[src/rtl/rob_pkg.sv]
`default_nettype none
// ============================================================================
// Module   : rob_pkg
// Purpose  : Shared definitions for the reorder buffer: default geometry,
//            opcode encodings, tag type and the entry record.
// Ports    : none (package)
// Revision : 1.0  initial release
// ============================================================================
package rob_pkg;

  // Default geometry; rob_param takes its parameter defaults from here.
  localparam int ROB_DEPTH   = 8;
  localparam int ROB_XLEN    = 32;
  localparam int ROB_OPW     = 3;
  localparam int ROB_REGW    = 5;
  localparam int ROB_NUM_CDB = 2;

  // Opcode encodings
  localparam logic [2:0] ALU = 3'b001;
  localparam logic [2:0] LD  = 3'b010;
  localparam logic [2:0] ST  = 3'b011;
  localparam logic [2:0] FP  = 3'b100;

  // Tag: an index into the entry array, sized by the depth.
  typedef logic [$clog2(ROB_DEPTH)-1:0] rob_tag_t;

  // One reorder-buffer slot at the default geometry.
  typedef struct packed {
    logic                valid;
    logic                done;
    logic                exception;
    logic [ROB_OPW-1:0]  opcode;
    logic [ROB_REGW-1:0] rs1;
    logic [ROB_REGW-1:0] rs2;
    logic [ROB_REGW-1:0] rd;
    logic [ROB_XLEN-1:0] value;
  } rob_entry_t;

endpackage
`default_nettype wire

[src/rtl/rob_wrap_ptr.sv]
`default_nettype none
// ============================================================================
// Module   : rob_wrap_ptr
// Purpose  : Circular pointer with an extra wrap bit. The low IDXW bits index
//            the buffer; the top bit toggles on every wrap so equal indices
//            with differing wrap bits mean "full".
// Ports    : clock, reset_n (async active-low)
//            i_inc  advance by one
//            i_clr  return to zero (takes priority over i_inc)
//            o_ptr  {wrap, index}
// Revision : 1.0  initial release
// ============================================================================
module rob_wrap_ptr #(
  parameter int IDXW = 3
) (
  input  logic            clock,
  input  logic            reset_n,
  input  logic            i_inc,
  input  logic            i_clr,
  output logic [IDXW:0]   o_ptr
);

  logic [IDXW:0] r_ptr;

  // Depth is a power of two, so plain binary increment wraps the index
  // and toggles the wrap bit at the same time.
  always_ff @(posedge clock or negedge reset_n) begin
    if (!reset_n) begin
      r_ptr <= '0;
    end else if (i_clr) begin
      r_ptr <= '0;
    end else if (i_inc) begin
      r_ptr <= r_ptr + 1'b1;
    end
  end

  assign o_ptr = r_ptr;

endmodule
`default_nettype wire

[src/rtl/rob_param.sv]
`default_nettype none
// ============================================================================
// Module   : rob_param
// Purpose  : Parametrised reorder buffer. In-order allocation from dispatch,
//            out-of-order completion from NUM_CDB result buses, in-order
//            retirement over a valid/ready handshake. An exception reaching
//            retirement, or an external flush, empties the buffer.
// Ports    : clock/reset_n        clock, async active-low reset
//            flush                external squash
//            dispatch_*           allocation request, ready and assigned tag
//            cdb_*                per-bus completion (packed, bus 0 in LSBs)
//            retire_*             head entry presentation and handshake
//            exception_flush      one-cycle pulse after an exception retires
//            head/tail/count/full/empty  occupancy status
// Revision : 1.0  initial release
// ============================================================================
module rob_param
  import rob_pkg::*;
#(
  parameter int DEPTH   = ROB_DEPTH,
  parameter int XLEN    = ROB_XLEN,
  parameter int OPW     = ROB_OPW,
  parameter int REGW    = ROB_REGW,
  parameter int NUM_CDB = ROB_NUM_CDB,
  parameter int TW      = $clog2(DEPTH)
) (
  input  logic                    clock,
  input  logic                    reset_n,
  input  logic                    flush,
  input  logic                    dispatch_valid,
  output logic                    dispatch_ready,
  input  logic [OPW-1:0]          dispatch_opcode,
  input  logic [REGW-1:0]         dispatch_rs1,
  input  logic [REGW-1:0]         dispatch_rs2,
  input  logic [REGW-1:0]         dispatch_rd,
  output logic [TW-1:0]           dispatch_tag,
  input  logic [NUM_CDB-1:0]      cdb_valid,
  input  logic [NUM_CDB*TW-1:0]   cdb_tag,
  input  logic [NUM_CDB*XLEN-1:0] cdb_value,
  input  logic [NUM_CDB-1:0]      cdb_exception,
  output logic                    retire_valid,
  input  logic                    retire_ready,
  output logic [TW-1:0]           retire_tag,
  output logic [OPW-1:0]          retire_opcode,
  output logic [REGW-1:0]         retire_rd,
  output logic [XLEN-1:0]         retire_value,
  output logic                    retire_exception,
  output logic                    exception_flush,
  output logic [TW-1:0]           head,
  output logic [TW-1:0]           tail,
  output logic [TW:0]             count,
  output logic                    full,
  output logic                    empty
);

  // Entry record at this instance's geometry.
  typedef struct packed {
    logic            valid;
    logic            done;
    logic            exception;
    logic [OPW-1:0]  opcode;
    logic [REGW-1:0] rs1;
    logic [REGW-1:0] rs2;
    logic [REGW-1:0] rd;
    logic [XLEN-1:0] value;
  } entry_t;

  entry_t          r_ent [DEPTH];
  logic [TW:0]     r_count;
  logic            r_exc_flush;

  logic [TW:0]     w_hptr, w_tptr;
  logic [TW-1:0]   w_hidx, w_tidx;
  entry_t          w_head_ent, w_new_ent;
  logic            w_full, w_empty;
  logic            w_disp_fire, w_ret_fire, w_exc_ret, w_clear;
  logic            w_dup_tag;
  logic [TW-1:0]   w_cdb_tag [NUM_CDB];
  logic [XLEN-1:0] w_cdb_val [NUM_CDB];

  for (genvar gb = 0; gb < NUM_CDB; gb++) begin : g_cdb
    assign w_cdb_tag[gb] = cdb_tag[gb*TW +: TW];
    assign w_cdb_val[gb] = cdb_value[gb*XLEN +: XLEN];
  end

  assign w_hidx     = w_hptr[TW-1:0];
  assign w_tidx     = w_tptr[TW-1:0];
  assign w_head_ent = r_ent[w_hidx];
  assign w_full     = (w_hidx == w_tidx) && (w_hptr[TW] != w_tptr[TW]);
  assign w_empty    = (w_hptr == w_tptr);

  // Ready comes from registered state only: a same-cycle retire does not
  // open a slot for dispatch.
  assign w_disp_fire = dispatch_valid && !w_full && !flush;
  assign retire_valid = w_head_ent.valid && w_head_ent.done && !flush;
  assign w_ret_fire  = retire_valid && retire_ready;
  assign w_exc_ret   = w_ret_fire && w_head_ent.exception;
  assign w_clear     = flush || w_exc_ret;

  rob_wrap_ptr #(.IDXW(TW)) u_head_ptr (
    .clock   (clock),
    .reset_n (reset_n),
    .i_inc   (w_ret_fire),
    .i_clr   (w_clear),
    .o_ptr   (w_hptr)
  );

  rob_wrap_ptr #(.IDXW(TW)) u_tail_ptr (
    .clock   (clock),
    .reset_n (reset_n),
    .i_inc   (w_disp_fire),
    .i_clr   (w_clear),
    .o_ptr   (w_tptr)
  );

  always_comb begin
    w_new_ent           = '0;
    w_new_ent.valid     = 1'b1;
    w_new_ent.opcode    = dispatch_opcode;
    w_new_ent.rs1       = dispatch_rs1;
    w_new_ent.rs2       = dispatch_rs2;
    w_new_ent.rd        = dispatch_rd;
  end

  // Write order inside the edge sets precedence: buses are visited from the
  // highest index down so bus 0 lands last and wins a tag collision; the
  // dispatch write comes after completions so an (illegal) collision with a
  // fresh allocation leaves done=0.
  always_ff @(posedge clock or negedge reset_n) begin
    if (!reset_n) begin
      for (int i = 0; i < DEPTH; i++) r_ent[i] <= '0;
    end else if (w_clear) begin
      for (int i = 0; i < DEPTH; i++) r_ent[i] <= '0;
    end else begin
      for (int b = NUM_CDB - 1; b >= 0; b--) begin
        if (cdb_valid[b] && r_ent[w_cdb_tag[b]].valid) begin
          r_ent[w_cdb_tag[b]].done      <= 1'b1;
          r_ent[w_cdb_tag[b]].value     <= w_cdb_val[b];
          r_ent[w_cdb_tag[b]].exception <= cdb_exception[b];
        end
      end
      if (w_ret_fire)  r_ent[w_hidx].valid <= 1'b0;
      if (w_disp_fire) r_ent[w_tidx]       <= w_new_ent;
    end
  end

  always_ff @(posedge clock or negedge reset_n) begin
    if (!reset_n) begin
      r_count     <= '0;
      r_exc_flush <= 1'b0;
    end else begin
      r_exc_flush <= w_exc_ret;
      if (w_clear) begin
        r_count <= '0;
      end else if (w_disp_fire && !w_ret_fire) begin
        r_count <= r_count + 1'b1;
      end else if (w_ret_fire && !w_disp_fire) begin
        r_count <= r_count - 1'b1;
      end
    end
  end

  // Two buses naming the same tag in one cycle indicates an upstream bug.
  always_comb begin
    w_dup_tag = 1'b0;
    for (int a = 0; a < NUM_CDB; a++) begin
      for (int b = a + 1; b < NUM_CDB; b++) begin
        if (cdb_valid[a] && cdb_valid[b] && (w_cdb_tag[a] == w_cdb_tag[b]))
          w_dup_tag = 1'b1;
      end
    end
  end

  a_no_dup_cdb_tag : assert property (@(posedge clock) disable iff (!reset_n) !w_dup_tag)
    else $error("rob_param: two completion buses carry the same tag");

  assign dispatch_ready   = !w_full;
  assign dispatch_tag     = w_tidx;
  assign retire_tag       = w_hidx;
  assign retire_opcode    = w_head_ent.opcode;
  assign retire_rd        = w_head_ent.rd;
  assign retire_value     = w_head_ent.value;
  assign retire_exception = w_head_ent.exception;
  assign exception_flush  = r_exc_flush;
  assign head             = w_hidx;
  assign tail             = w_tidx;
  assign count            = r_count;
  assign full             = w_full;
  assign empty            = w_empty;

endmodule
`default_nettype wire

[config.mk]
export PLATFORM = sky130hd
export DESIGN_NAME = rob_param
export DESIGN_NICKNAME = d
export VERILOG_FILES = /design/src/rtl/rob_pkg.sv /design/src/rtl/rob_wrap_ptr.sv /design/src/rtl/rob_param.sv
export SDC_FILE = /design/constraint.sdc
export NUM_CORES = 1
export LEC_CHECK = 0
export CAP_MARGIN = 5
export CORE_AREA = 2 2 194 196
export DETAILED_ROUTE_END_ITERATION = 8
export DIE_AREA = 0 0 196 198
export PLACE_DENSITY = 0.75
export SLEW_MARGIN = 20
export SYNTH_ARGS = -nofsm -noshare
export SYNTH_HDL_FRONTEND = slang
export SYNTH_SLANG_ARGS = --single-unit
[constraint.sdc]
create_clock -name clock -period 3.9 [get_ports clock]
set_clock_uncertainty 0.05 [all_clocks]
set_input_delay 0.585 -clock clock [delete_from_list [all_inputs] [get_ports clock]]
set_output_delay 0.585 -clock clock [all_outputs]
set_load 0.1 [all_outputs]
# Word-level counts from Yosys, hierarchy flattened
# Cells that the tools add are included.
# classes
n_reduce_logical	23
n_eq_ne	3
muxes	48
addsub	4
bitwise	4
magnitude_cmp	8
# ops
operator	n
$bwmux W424	8
$mux W424	8
$demux W53 S3	8
$bmux W53 S3	3
$mux W53	8
$mux W52	2
$mux W51	2
$mux W32	2
$mux W4	7
$ge A4 B4 Y1 const B	4
$lt A4 B1 Y1 const B	4
$not A3 Y4	4
$logic_and A1 B1 Y1	15
$add A4 B1 Y4 const B	3
$eq A4 B4 Y1	1
$logic_not A1 Y1	4
$reduce_bool A2 Y1	2
$sub A4 B1 Y4 const B	1
$eq A3 B3 Y1	1
$reduce_bool A3 Y1	1
$logic_or A1 B1 Y1	1
$ne A1 B1 Y1	1
# word_totals
inputBits	97
elab_cells	158
out_inout_bits	62
reg_bits	437

# Depth between registers and ports, before layout
# logic_depth
depth_word	21
depth_mapped	15
mapped_depth_nobuf	13

# Modules after synthesis
# From an unflattened synthesis, not the netlist that was laid out.
# unflattened
cells_unflattened	1925
area_unflattened_um2	20533.4
# modules_own_cells
mod	seq_area_each_um2	instances	cells_per_inst	area_per_inst_um2
rob_param	8733.4	1	1893	20148.1
rob_wrap_ptr	100.1	2	16	192.7

# Least setup slack after synthesis
# OpenSTA, ideal clock, no wires.
# synth_path
path_type	register -> register
startpoint	register u_head_ptr.r_ptr[0] (netlist: u_head_ptr.o_ptr[0])
endpoint	register r_count[3] (netlist: count[3])
path_buffers	1
setup_time_ns	0.077
synth_period_minus_slack_ns	3.380
path_slack_ns	0.520
t_required_ns	3.773
stages_incl_launch_ff	15
t_arrival_ns	3.253
cell_sequence	dfrtp_1 > buf_2 > nor3b_2 > a22o_1 > a211oi_4 > nor3_1 > inv_1 > ha_1 > inv_1 > ha_1 > a21o_1 > a21oi_1 > xnor2_1 > or3_1 > a21oi_1
# synth_between
elab_chain_cells	11
word_cells_on_any_way	21
cone_classes	eq/ne (1); mux (5); bitwise (1); reduce/logical (14)
# synth_lines
element	line_no	source
start: declaration	rob_wrap_ptr.sv:23	logic [IDXW:0] r_ptr;
start signal: assignment	rob_wrap_ptr.sv:33	r_ptr <= r_ptr + 1'b1;
$not A3 Y4 (implied by the code)	rob_param.sv:88	assign w_head_ent = r_ent[w_hidx];
$bmux W53 S3	rob_param.sv:88	
$mux W53 (implied by the code) (2 in series)	rob_param.sv:88	
$logic_and A1 B1 Y1 (2 in series)	rob_param.sv:95	assign retire_valid = w_head_ent.valid && w_head_ent.done && !flush;
$logic_and A1 B1 Y1	rob_param.sv:96	assign w_ret_fire = retire_valid && retire_ready;
$logic_not A1 Y1	rob_param.sv:155	end else if (w_disp_fire && !w_ret_fire) begin
$logic_and A1 B1 Y1	rob_param.sv:155	
$mux W4	rob_param.sv:155	
$mux W4	rob_param.sv:153	if (w_clear) begin
end signal: assignment	rob_param.sv:156	r_count <= r_count + 1'b1;
end signal: assignment	rob_param.sv:158	r_count <= r_count - 1'b1;
end: declaration	rob_param.sv:69	logic [TW:0] r_count;
# Several ways; a longest one is shown, not always the timed one. The select of a mux whose other input is x is not followed.
# A chain may end at the register's enable or synchronous reset.

# Worst setup path in the final report
# layout_path
startpoint	register u_head_ptr.r_ptr[2] (netlist: u_head_ptr.o_ptr[2])
endpoint	output port retire_value[4]
# layout_between
elab_chain_cells	4
# layout_lines
element	line_no	source
$not A3 Y4 (implied by the code)	rob_param.sv:88	
$bmux W53 S3	rob_param.sv:88	
$mux W53 (implied by the code) (2 in series)	rob_param.sv:88	
end: declaration	rob_param.sv:46	output logic [XLEN-1:0] retire_value,
# Every way passes these cells. The select of a mux whose other input is x is not followed.

==> run summary <==
## Status
• **run status** finished with violations
• **failing checks** design-rule violations, negative setup slack

## Floorplan
• **boundary pin count** 159
• **number of placement rows** 71
• **Core Footprint** 37000 um^2
• **vertical extent of the die** 198 um
• **starting utilization of the core area** 53.8%
• **Die Footprint** 38800 um^2
• **Die X-Extent** 196 um

## Worst setup path
• **critical path class** reg2out
• **crit path capture type** output port
• **Setup crit start** u_head_ptr.o_ptr[2]
• **critical-path maximum fanout** 42
• **Worst path depth** 6
• **worst-path cell chain** buf_4 -> nor3b_4 -> buf_4 -> a22oi_1 -> nand4_1 -> buf_12
• **endpoint of the lowest-slack register-to-register path** count[3]
• **slack of the worst reg-to-reg path** 390 ps
• **Startpoint Class** flip-flop
• **critical path data arrival time** 3280 ps
• **Setup crit end** retire_value[4]
• **CP max stage delay** 610 ps
• **Crit path top cell by count** sky130_fd_sc_hd__buf_4
• **required time of the critical path** 3260 ps
• **kind of cell with the highest combined delay on the critical path** buffers and inverters
• **crit path buf inv count** 3
• **beginning of the worst register-to-register path** u_head_ptr.o_ptr[2]
• **Slowest-stage cell, CP** sky130_fd_sc_hd__a22oi_1
• **R2R depth** 14

## Timing
• **minimum setup slack in the final design** -11.1 ps
• **final setup vio count** 1
• **share of the clock period used by the worst path** 100%
• **highest attainable clock frequency** 256 MHz
• **Least-Margin Pin Slew** 1050 ps
• **worst hold slack** 472 ps
• **Hold Fails Final Rpt** 0
• **unrepaired setup endpoints after global routing** false
• **normalized max-slew margin** 29.8%
• **final max-slew violation count** 0
• **time the worst path needs with I/O delays and setup** 3910 ps
• **Sum Neg Setup Slack** -11.1 ps

## Cells and area
• **Nets** 2200
• **final-layout fill cell count** 2915
• **share of the core filled with cells** 63.4%
• **layout cells sized above 1** 11.5%
• **final instance area** 23400 um^2
• **area growth from synthesis to layout** 17.9%

## CTS
• **cell at the root of the clock tree** sky130_fd_sc_hd__clkbuf_16
• **number of sinks on the clock net** 357
• **number of buffers between clock root and the deepest sink** 3
• **Post-CTS Setup Bufs** 0
• **CTS HTree Levels** 2
• **clock-pin slew reported for the worst setup and hold paths after clock tree synthesis** 60 ps
• **number of CTS-inserted buffers** 40
• **CTS tree** yes
• **insertion delay to the later sink of the worst-skew pair** 560 ps

## Drt
• **Initial DRT Pass Iterations** 9
• **routed via count** 19.7k
• **violation count after the first detailed-routing iteration** 3416
• **Routed WL per cell** 28.6 um
• **drt drc** 2
• **final WL** 74.4 mm
• **number of routed nets with antenna violations** 0
• **Via density** 7.57

## Yosys
• **Mapped Cells** 2089
• **synthesized netlist net count** 2192
• **Primary FF master, synth** sky130_fd_sc_hd__dfrtp_1
• **total of warnings raised by yosys** 0
• **number of storage elements in the synthesis netlist** 357
• **post-synthesis async set-or-reset flop share** 100%
• **per-instance average area after synthesis** 9.51 um^2
• **summed instance area of the synthesized netlist** 19900 um^2
• **count of distinct cell types in the synthesized netlist** 61
• **number of flops mapped to enable cells by yosys** 0
• **fraction of the yosys area taken by sequential cells** 44.9%

## Global routing
• **maximum number of pins on one net before global-route repair** 124
• **global-route congestion overflow total** 0
• **global-route usage over all layers** 38.1%
• **number of global-route vias before repair** 20.0k
• **first-pass GRT wire length** 115 mm
• **antenna violations before repair** 4

## Placement
• **placer congestion estimate** 0.876
• **number of I/O port buffers** 148
• **total cell area at the placement stage** 22100 um^2
• **DPL Wire Length** 40.6 mm

## Power
• **sequential share of power** 44.5%
• **P_leak** 0.0102 uW
• **Comb power frac** 9.5%
• **Internal Dissipation** 6210 uW
• **Pwr Density** 359 nW/um^2
• **switching power summed over all nets** 2210 uW
• **Peak supply drop** 0.000244 V
• **sw frac** 26.2%
• **Clk network pwr share** 46.0%

## Min path
• **path class of the lowest-slack min-delay path** reg2reg

## Flow run
• **number of maximum-capacitance violations** 0

[cells in the final DEF, fill, tap and decap left out, drive strengths merged, types with 21 or more instances in the layout]
cell             n
buf            141
clkbuf          54
and4            35
nor2           184
a211oi         105
a2111oi         34
clkdlybuf4s50   94
o21ai          104
nand2          125
a221oi         106
nand4           41
a22oi          146
dfrtp          357
nor4           100
inv             21
a222oi          33
a21oi           48
nor3           103
mux2i          162
[per-stage QoR]
step | total power, uW | setup slack (ps) | std cells
2_1_floorplan | 4200 | 520 | 2089
3_3_place_gp | 4580 | 184 | 2528
3_5_place_dp | 4590 | 169 | 2528
4_1_cts | 8400 | 96.6 | 2599
5_1_grt | 8620 | 10.9 | 2601
6_report | 8420 | -11.1 | 2601
[what timing repair did]
action / 4_1_cts / 5_1_grt
endpoints found under the hold margin: 64 / 0
gates resized for setup: 0 / 1
endpoints found under the setup margin: 0 / 1
hold buffers: 1 / 0
[sequential cells by signal, summed over array words and instances, names as in the netlist]
| register | count |
|---|---|
| u_head_ptr.o_ptr | 4 |
| u_tail_ptr.o_ptr | 4 |
| count | 4 |
| r_ent | 344 |
| exception_flush | 1 |
[area by class of cell]
type                       instances  area, um^2  share of cell area [%]
tap                              474         593                    2.53
inverter                          20        75.1                   0.320
sequential                       357        8930                    38.1
clock inverter                    16         176                   0.753
multi-input combinational       1442        9810                    41.9
clock buffer                      54        1140                    4.88
antenna                            2        5.00                  0.0214
timing repair buffer             236        2700                    11.5
[how the worst min path moves through the flow]
stage          startpoint    endpoint  slack (ps)  cells after the start
6_report       r_ent[365]  r_ent[365]         470                      2
5_1_grt         r_ent[49]   r_ent[49]         500                      2
4_1_cts        r_ent[365]  r_ent[365]         470                      2
3_5_place_dp   r_ent[208]  r_ent[208]         460                      2
3_3_place_gp   r_ent[313]  r_ent[313]         450                      2
2_1_floorplan     reset_n    count[0]         240                      0
[cell usage after synthesis, types with 6 or more instances]
cell | number | area share [%]
sky130_fd_sc_hd__dfrtp_1 | 357 | 45
sky130_fd_sc_hd__nor2_1 | 184 | 3.5
sky130_fd_sc_hd__clkbuf_1 | 179 | 3.4
sky130_fd_sc_hd__mux2i_1 | 162 | 8.2
sky130_fd_sc_hd__a22oi_1 | 146 | 5.5
sky130_fd_sc_hd__nand2_1 | 125 | 2.4
sky130_fd_sc_hd__a221oi_1 | 106 | 4.7
sky130_fd_sc_hd__a211oi_1 | 104 | 3.9
sky130_fd_sc_hd__o21ai_0 | 104 | 2.6
sky130_fd_sc_hd__nor3_1 | 103 | 2.6
sky130_fd_sc_hd__nor4_1 | 100 | 3.1
sky130_fd_sc_hd__buf_2 | 50 | 1.3
sky130_fd_sc_hd__a21oi_1 | 48 | 1.2
sky130_fd_sc_hd__nand4_1 | 41 | 1.3
sky130_fd_sc_hd__and4_1 | 35 | 1.5
sky130_fd_sc_hd__a222oi_1 | 33 | 1.7
sky130_fd_sc_hd__buf_1 | 22 | 0.42
sky130_fd_sc_hd__a2111oi_0 | 20 | 0.88
sky130_fd_sc_hd__inv_1 | 19 | 0.36
sky130_fd_sc_hd__nand3_1 | 18 | 0.45
sky130_fd_sc_hd__a2111oi_1 | 13 | 0.65
sky130_fd_sc_hd__a311oi_1 | 12 | 0.53
sky130_fd_sc_hd__buf_4 | 12 | 0.45
sky130_fd_sc_hd__a22o_1 | 9 | 0.40
sky130_fd_sc_hd__and3_1 | 8 | 0.25
sky130_fd_sc_hd__buf_6 | 7 | 0.40
sky130_fd_sc_hd__nor2b_1 | 6 | 0.19
[logic make-up (layout without fill, tap and decap cells)]
kind of cell / count (synthesis) / in the layout / synth area share [%]
AND/OR/NAND/NOR: 644 / 644 / 16.3
AO/OA/AOI/OAI: 613 / 613 / 23.0
flip-flops: 357 / 357 / 44.9
buffers and inverters: 290 / 326 / 6.28
multiplexers: 169 / 169 / 8.67
XOR/XNOR: 10 / 10 / 0.441
adder cells (fa/ha/maj): 6 / 6 / 0.415
other: 0 / 2 / 0
[worst reg2reg max path, stage by stage (launching register included)]
cell                       delay (ps)
sky130_fd_sc_hd__dfrtp_1          500
sky130_fd_sc_hd__buf_4            240
sky130_fd_sc_hd__nor3b_4          190
sky130_fd_sc_hd__a22o_1           230
sky130_fd_sc_hd__a211oi_4          70
sky130_fd_sc_hd__nor3_2           530
sky130_fd_sc_hd__inv_1            110
sky130_fd_sc_hd__ha_1             260
sky130_fd_sc_hd__inv_1            100
sky130_fd_sc_hd__ha_1             230
sky130_fd_sc_hd__a21o_1           180
sky130_fd_sc_hd__a21oi_1          180
sky130_fd_sc_hd__xnor2_1           90
sky130_fd_sc_hd__or3_1            310
sky130_fd_sc_hd__a21oi_1          160
[per-layer routing]
layer / track usage [%] / vias to the layer above / routed length [um]
met5: 0 / - / 28
met4: 23.8 / 4 / 4560
met3: 9.44 / 400 / 9770
met2: 58.7 / 1649 / 33300
met1: 48.4 / 9545 / 26800
li1: - / 8081 / -
[power groups by stage]
stage / combinational [uW] / sequential, uW / clock [uW]
4_1_cts: 782 / 3750 / 3860
5_1_grt: 838 / 3750 / 4030
2_1_floorplan: 362 / 3830 / 0
3_5_place_dp: 776 / 3820 / 0
3_3_place_gp: 766 / 3820 / 0
6_report: 799 / 3750 / 3870
Power figures use the tool's default switching activity.
